`config.mk`:
```
export PLATFORM = sky130hd
export DESIGN_NAME = fifo_stream_reader
export DESIGN_NICKNAME = d
export VERILOG_FILES = /design/src/rtl/fifo_stream_reader.sv
export SDC_FILE = /design/constraint.sdc
export NUM_CORES = 1
export LEC_CHECK = 0
export CORE_MARGIN = 2
export CORE_UTILIZATION = 48
export CTS_CLUSTER_DIAMETER = 30
export DETAILED_ROUTE_END_ITERATION = 16
export GPL_ROUTABILITY_DRIVEN = 0
export PLACE_DENSITY = 0.8
export SLEW_MARGIN = 15
export SYNTH_ARGS = -nofsm -noshare
export SYNTH_HDL_FRONTEND = slang
export SYNTH_SLANG_ARGS = --single-unit
```
`constraint.sdc`:
```
create_clock -name clk -period 1.7 [get_ports clk]
set_clock_uncertainty 0.15 [all_clocks]
set_input_delay 0.34 -clock clk [delete_from_list [all_inputs] [get_ports clk]]
set_output_delay 0.34 -clock clk [all_outputs]
set_load 0.05 [all_outputs]
```
`src/rtl/fifo_stream_reader.sv`:
```
// Read-side consumer for a FIFO with a registered read port: issues reads, buffers returned
// words in a 3-entry ring and presents them as a valid/ready stream with a transfer counter.
module fifo_stream_reader #(
  parameter int data_width  = 8,
  parameter int count_width = 16
) (
  input  logic                   clk,
  input  logic                   rst,
  input  logic                   fifo_empty,
  output logic                   fifo_rd_en,
  input  logic [data_width-1:0]  fifo_dout,
  output logic                   out_valid,
  input  logic                   out_ready,
  output logic [data_width-1:0]  out_data,
  output logic [count_width-1:0] word_count,
  output logic                   busy
);

  logic [1:0]            occ;
  logic [1:0]            head;
  logic [1:0]            tail;
  logic                  inflight;
  logic [data_width-1:0] entries [3];
  logic                  capture;
  logic                  transfer;
  logic [2:0]            pending;

  function automatic logic [1:0] wrap_inc(input logic [1:0] p);
    return (p == 2'd2) ? 2'd0 : p + 2'd1;
  endfunction

  // Reads are gated only by buffer room, never by out_ready, so the read strobe has no
  // combinational path from the downstream consumer.
  assign pending    = {1'b0, occ} + {2'b00, inflight};
  assign fifo_rd_en = !rst && !fifo_empty && (pending < 3'd3);

  assign capture   = inflight;
  assign transfer  = out_valid && out_ready;
  assign out_valid = (occ != 2'd0);
  assign out_data  = entries[head];
  assign busy      = out_valid || inflight;

  always_ff @(posedge clk) begin
    if (rst) begin
      occ        <= 2'd0;
      head       <= 2'd0;
      tail       <= 2'd0;
      inflight   <= 1'b0;
      word_count <= '0;
      for (int i = 0; i < 3; i++) begin
        entries[i] <= '0;
      end
    end else begin
      inflight <= fifo_rd_en;
      if (capture) begin
        entries[tail] <= fifo_dout;
        tail          <= wrap_inc(tail);
      end
      if (transfer) begin
        head       <= wrap_inc(head);
        word_count <= word_count + {{(count_width-1){1'b0}}, 1'b1};
      end
      // Capture and transfer in the same cycle cancel out, including when occ is 1.
      case ({capture, transfer})
        2'b10:   occ <= occ + 2'd1;
        2'b01:   occ <= occ - 2'd1;
        default: occ <= occ;
      endcase
    end
  end

  overflow_check: assert property (@(posedge clk) disable iff (rst)
    !(capture && (occ == 2'd3) && !transfer));

endmodule
```
**After elaboration in Yosys (flattened, before gate mapping)**

Memories as Yosys holds them, arrays and structs flattened. A register that Yosys moved wholly into a read port is not among the register bits.
Index checks and enable logic that the tools add are counted.

- ROM bits: 0
- Logic and storage cells: 39
- Register bits: 23
- Latch bits: 0
- RAM bits: 24
- Memories kept: 1

- Muxes and demuxes: 13
- Magnitude comparators: 1
- Div/mod/pow operators: 0
- Shifts and indexed selects: 0
- Bitwise logic cells: 0
- Equal/unequal tests: 4
- Add/subtract/negate cells: 6
- Multiply operators: 0
- Reductions and logical operators: 9

Memory list:

| memory | depth | width | read ports | clocked after Yosys merged registers in | wr ports | line | RTL |
|---|---|---|---|---|---|---|---|
| entries | 3 | 8 | 1 | 1 | 3 | 23 | `logic [data_width-1:0] entries [3];` |

Operators by type and width:

| kind | number |
|---|---|
| 16-bit by 1-bit adder with 16-bit output, second input constant | 1 |
| 2-bit 2-to-1 mux | 5 |
| 8-bit 2-to-1 mux | 1 |
| 8-bit OR reduction | 1 |
| 2-bit by 1-bit adder with 2-bit output, second input constant | 3 |
| 2-bit == test, second input constant | 3 |
| 1-bit 2-to-1 mux | 6 |
| 2-bit one-hot mux with 2 select lines | 1 |
| 2-bit nonzero test | 2 |
| 2-bit by 1-bit adder with 3-bit output | 1 |
| 1-bit logical AND | 3 |
| 3-bit by 2-bit less-than comparator with 1-bit output, second input constant | 1 |
| 2-bit by 1-bit == test with 1-bit output, second input constant | 1 |
| 1-bit logical NOT | 2 |
| 2-bit by 1-bit subtractor with 2-bit output, second input constant | 1 |
| 1-bit logical OR | 1 |

**Longest topological paths before layout**

- Word-level depth: 5
- Mapped depth: 7
- Mapped depth without buffers: 6

**Least setup slack after synthesis**

No wires, ideal clock.

- Path type: flip-flop to output port
- Start: reg inflight, in the netlist capture
- End: out fifo_rd_en
- Buffers on the path: 0
- Stages on the path, launching flop included: 4
- Setup slack: -2,049 ps
- Data arrival time: 3,259 ps
- Path through: dfxtp_1 -> ha_1 -> ha_1 -> a2111oi_0

- Cells in the longest elaborated chain, start to end: 3

RTL lines:

| what | line | RTL |
|---|---|---|
| start, declared | 22 | `logic inflight;` |
| start signal, assigned | 54 | `inflight <= fifo_rd_en;` |
| 2-bit by 1-bit adder with 3-bit output | 34 | `assign pending = {1'b0, occ} + {2'b00, inflight};` |
| 3-bit by 2-bit less-than comparator with 1-bit output | 35 | `assign fifo_rd_en = !rst && !fifo_empty && (pending < 3'd3);` |
| 1-bit logical AND | 35 |  |
| end, declared | 10 | `output logic fifo_rd_en,` |

No other way between the ends.

**Worst setup path in the final report**

Same ends and word-level chain as after synthesis.

==> reports/summary.md <==
The flow ran to the end, but the final reports show violations. The final reports fail on negative setup slack. In the routed design, unresolved DRC markers number 0.

Data on the critical path arrives at its endpoint at 1580 ps. The library cells used most frequently in the layout, excluding fill and tap cells, are sky130_fd_sc_hd__edfxtp_1, sky130_fd_sc_hd__buf_4, sky130_fd_sc_hd__and2_1, sky130_fd_sc_hd__nor2_1, sky130_fd_sc_hd__buf_12. Die boundary height: 75.6 microns. In the synthesized netlist, the number of instances is 197. For the pin with the worst max-slew slack, the measured transition is 589 ps. The clock transition at the registers of the reported paths was 60 ps; the total number of nets in the final design was 285. Share of synthesized cell area in full adder, half adder and majority cells: 2.03%. The floorplan step defined a core boundary enclosing 5040 sq um. The starting utilization of the core area came out at 48.8%.

The run gives 0 as the number of max-capacitance violations reported. Setup repair after global routing could not meet its margin everywhere. For this design the static power due to leakage is 1.43 nW. Subtracting the final worst setup slack from the clock period gives 2070 ps. For the worst-skew pair, the clock arrives at the later sink with an insertion delay of 330 ps. The area growth from synthesis to layout came out at 53.2%.

Library cell used as clock root buffer: sky130_fd_sc_hd__clkbuf_8. The stage delay of the slowest cell on the critical path works out to 340 ps. The worst setup path is launched from a flip-flop. For this run, the total global-route usage over all layers was measured as 20.5%. The tools report the total inserted antenna cells as 0. The deepest level of the CTS H-tree came out at 3. Data on the critical path is required at its endpoint by 1210 ps. The floorplan die width is 75.6 microns, and the post-detailed-placement half-perimeter wirelength is 3590 microns. Worst setup slack after layout: -366 ps. The run gives 1.26 mV as the worst ir drop on vdd. The basic-gate share of the synthesized area counting and, or, nand and nor cells is 19.8%. The logs give -2730 ps for the setup TNS and 1765 for the overall via count from detail_route. Share of the clock period used by the worst path after layout: 122%. The first routing iteration left 65 violations.

For the footprint of the multi-input gates, the log shows 1090 sq um. The synthesized netlist devotes 4.17% of its cell area to compound gates. The clock passes through at most 2 buffers. The detail route stage leaves a number of antenna-violating nets equal to 0. The worst pin sits at a relative slew slack of 59.7%. The fraction of synthesized area in multiplexers was 8.23%. The dominant combinational cell family by area after synthesis was simple AND/OR/NAND/NOR gates. The path type of the worst min-delay path was flip-flop to flip-flop.

Yosys mapped the design onto 36 distinct sky130hd cell types. The critical path class is flip-flop to output pin. The synthesized netlist devotes 4.62% of its cell area to XOR and XNOR gates. The register area was 1480 sq um; the post-synthesis area per instance was 12.5 sq um.

The critical path goes through ha_4 > ha_4 > a2111oi_4 > buf_12. The clock drives 57 sinks. The logs give 4 for the number of detailed-route iterations in the first pass and -360 ps for the worst setup timing slack at the placement stage. Count of yosys warnings during synthesis: 0. The total overflow reported by the global router is 0.

The final count of pins violating max slew came out at 0. When the netlist entered floorplanning its net count stood at 213. Input and output buffers added on the ports amount to 38. The total stage count of the critical path works out to 4. The number of setup violations in the final report is 11, and the fraction of final layout cells with drive strength greater than 1 is 42.0%. Leaving out fill and tap cells, the most frequent cell in the layout is sky130_fd_sc_hd__edfxtp_1. Dividing the detail-routed via count by the number of cells gives 5.13. Number of flip-flops and latches in the synthesized netlist: 57. The global-route wire length before repair is 8470 microns, and the final hold violation count is 0. The routed design has 5320 microns of wire.

The critical hold path startpoint is word_count[6]. The die covers 5720 sq um. The number of core rows was 26; the worst-case reg-to-reg path depth was 8. The critical path's top delay family is adder cells. The largest net degree at the start of global routing came out at 15. The slowest stage of the critical path is the sky130_fd_sc_hd__dfxtp_2 cell.

For this design the ratio of total power to cell area is 1240 nW/um^2. The worst hold path passes through 2 cells. In this run, CTS created clock tree buffers numbering 9.

The number of antenna violations at the first check in global routing came out at 0. The total buffers and inverters traversed by the critical path works out to 1. TritonCTS built the clock tree. The share of synthesized area occupied by flip-flops and latches is 59.3%. For this design the top-level I/O count stands at 39.

The number of fill cells was 326; the number of global-route vias before repair was 1935. The cell area that synthesis handed to floorplanning was 2460 sq um. By instance count, the cell type seen most on the critical path is sky130_fd_sc_hd__ha_4. STA classifies the critical path endpoint as an output pin.

The tools report the launch instance of the worst register-to-register path as occ[1]. In this run the worst setup path begins at capture. The detailed-route wire length per cell was 15.5 microns. Along the worst path, the maximum fanout reaches 2.

The maximum clock frequency is 0.484 GHz.
-- path summary, 6_finish.rpt --
| kind | endpoint | slack [ps] |
|---|---|---|
| worst min register to register | word_count[6] | 390 |
| worst max register to register | occ[1] | -30 |
| worst min-delay path | word_count[6] | 390 |
| worst max-delay path | fifo_rd_en | -370 |
-- kinds of logic (layout without fill, tap and decap cells) --
family,count (synthesis),in the layout
XOR/XNOR,13,13
flip-flops,57,57
AO/OA/AOI/OAI,16,16
AND/OR/NAND/NOR,86,86
buffers and inverters,11,88
adder cells (fa/ha/maj),4,4
multiplexers,10,10
-- through the flow --
stage	hold slack (ps)	utilization, %	std cells	power, W	cell area, sq um
after global routing	417	74.8	344	0.00486	3770
final	390	74.8	344	0.00467	3770
after detailed placement	369	66.8	322	0.00298	3370
after global placement	350	66.8	322	0.00294	3370
after floorplan	272	-	197	0.00244	2540
after CTS	382	73.0	341	0.00461	3680
-- worst register-to-register path, stage by stage, from the launching register on --
cell and delay [ps]:
sky130_fd_sc_hd__dfxtp_4 360, sky130_fd_sc_hd__buf_6 130, sky130_fd_sc_hd__buf_4 130, sky130_fd_sc_hd__o21ai_4 120, sky130_fd_sc_hd__inv_2 60, sky130_fd_sc_hd__ha_4 150
sky130_fd_sc_hd__xnor2_1 120, sky130_fd_sc_hd__or3_1 320, sky130_fd_sc_hd__a21oi_2 120
-- where the power goes --
group | internal [W] | switching [W]
sequential | 0.00156 | 0.0000633
clock | 0.00101 | 0.000521
combinational | 0.000766 | 0.000753
total | 0.00333 | 0.00134
-- state kept, by name, summed over array words and instances, names as in the netlist, named ones only --
| register | flops |
|---|---|
| occ | 2 |
| tail | 2 |
| capture | 1 |
| entries | 32 |
| word_count | 16 |
| head | 2 |
-- final cells by class --
cell class,instances,area share [%]
flip-flops and latches,57,39.3
repair buffers,68,22.6
well taps,70,2.32
inverters,4,0.464
clock buffers,11,3.75
clock inverters,5,2.72
multi-input cells,129,28.8
-- metal layers --
layer | vias up | share of wire (%) | track usage [%]
li1 | 858 | - | -
met1 | 842 | 37 | 20.4
met2 | 53 | 56 | 39.1
met3 | 12 | 5.1 | 6.61
met4 | 0 | 1.9 | 7.80
met5 | - | 0 | 0
-- cells in the mapped netlist (all sizes together) --
cell type / number / area, sq um
clkbuf: 4 / 15.0
and3: 1 / 6.26
nor4b: 1 / 15.0
dfxtp: 25 / 500
nand3: 5 / 25.0
nor2b: 2 / 12.5
o21ai: 4 / 23.8
edfxtp: 32 / 961
and2: 24 / 150
or3: 4 / 25.0
a2111oi: 2 / 17.5
nor3: 6 / 35.0
xor2: 3 / 26.3
mux4: 8 / 180
nor3b: 1 / 7.51
xnor2: 10 / 87.6
nand2: 7 / 26.3
nor2: 22 / 82.6
ha: 4 / 50.1
buf: 3 / 13.8
or2: 4 / 25.0
o211ai: 1 / 12.5
inv: 4 / 15.0
o2111ai: 1 / 8.76
mux2: 2 / 22.5
nand4: 3 / 25.0
nor4: 5 / 43.8
a21oi: 8 / 40.0
and3b: 1 / 8.76
-- what timing repair did --
action / CTS / global route
hold buffers: 0 / 0
pin swaps: 3 / 3
gates resized for setup: 12 / 15
setup endpoints to repair: 13 / 41
buffers inserted: 3 / 3
cloned: 0 / 0
No activity file was read; power rests on OpenSTA's default activity.
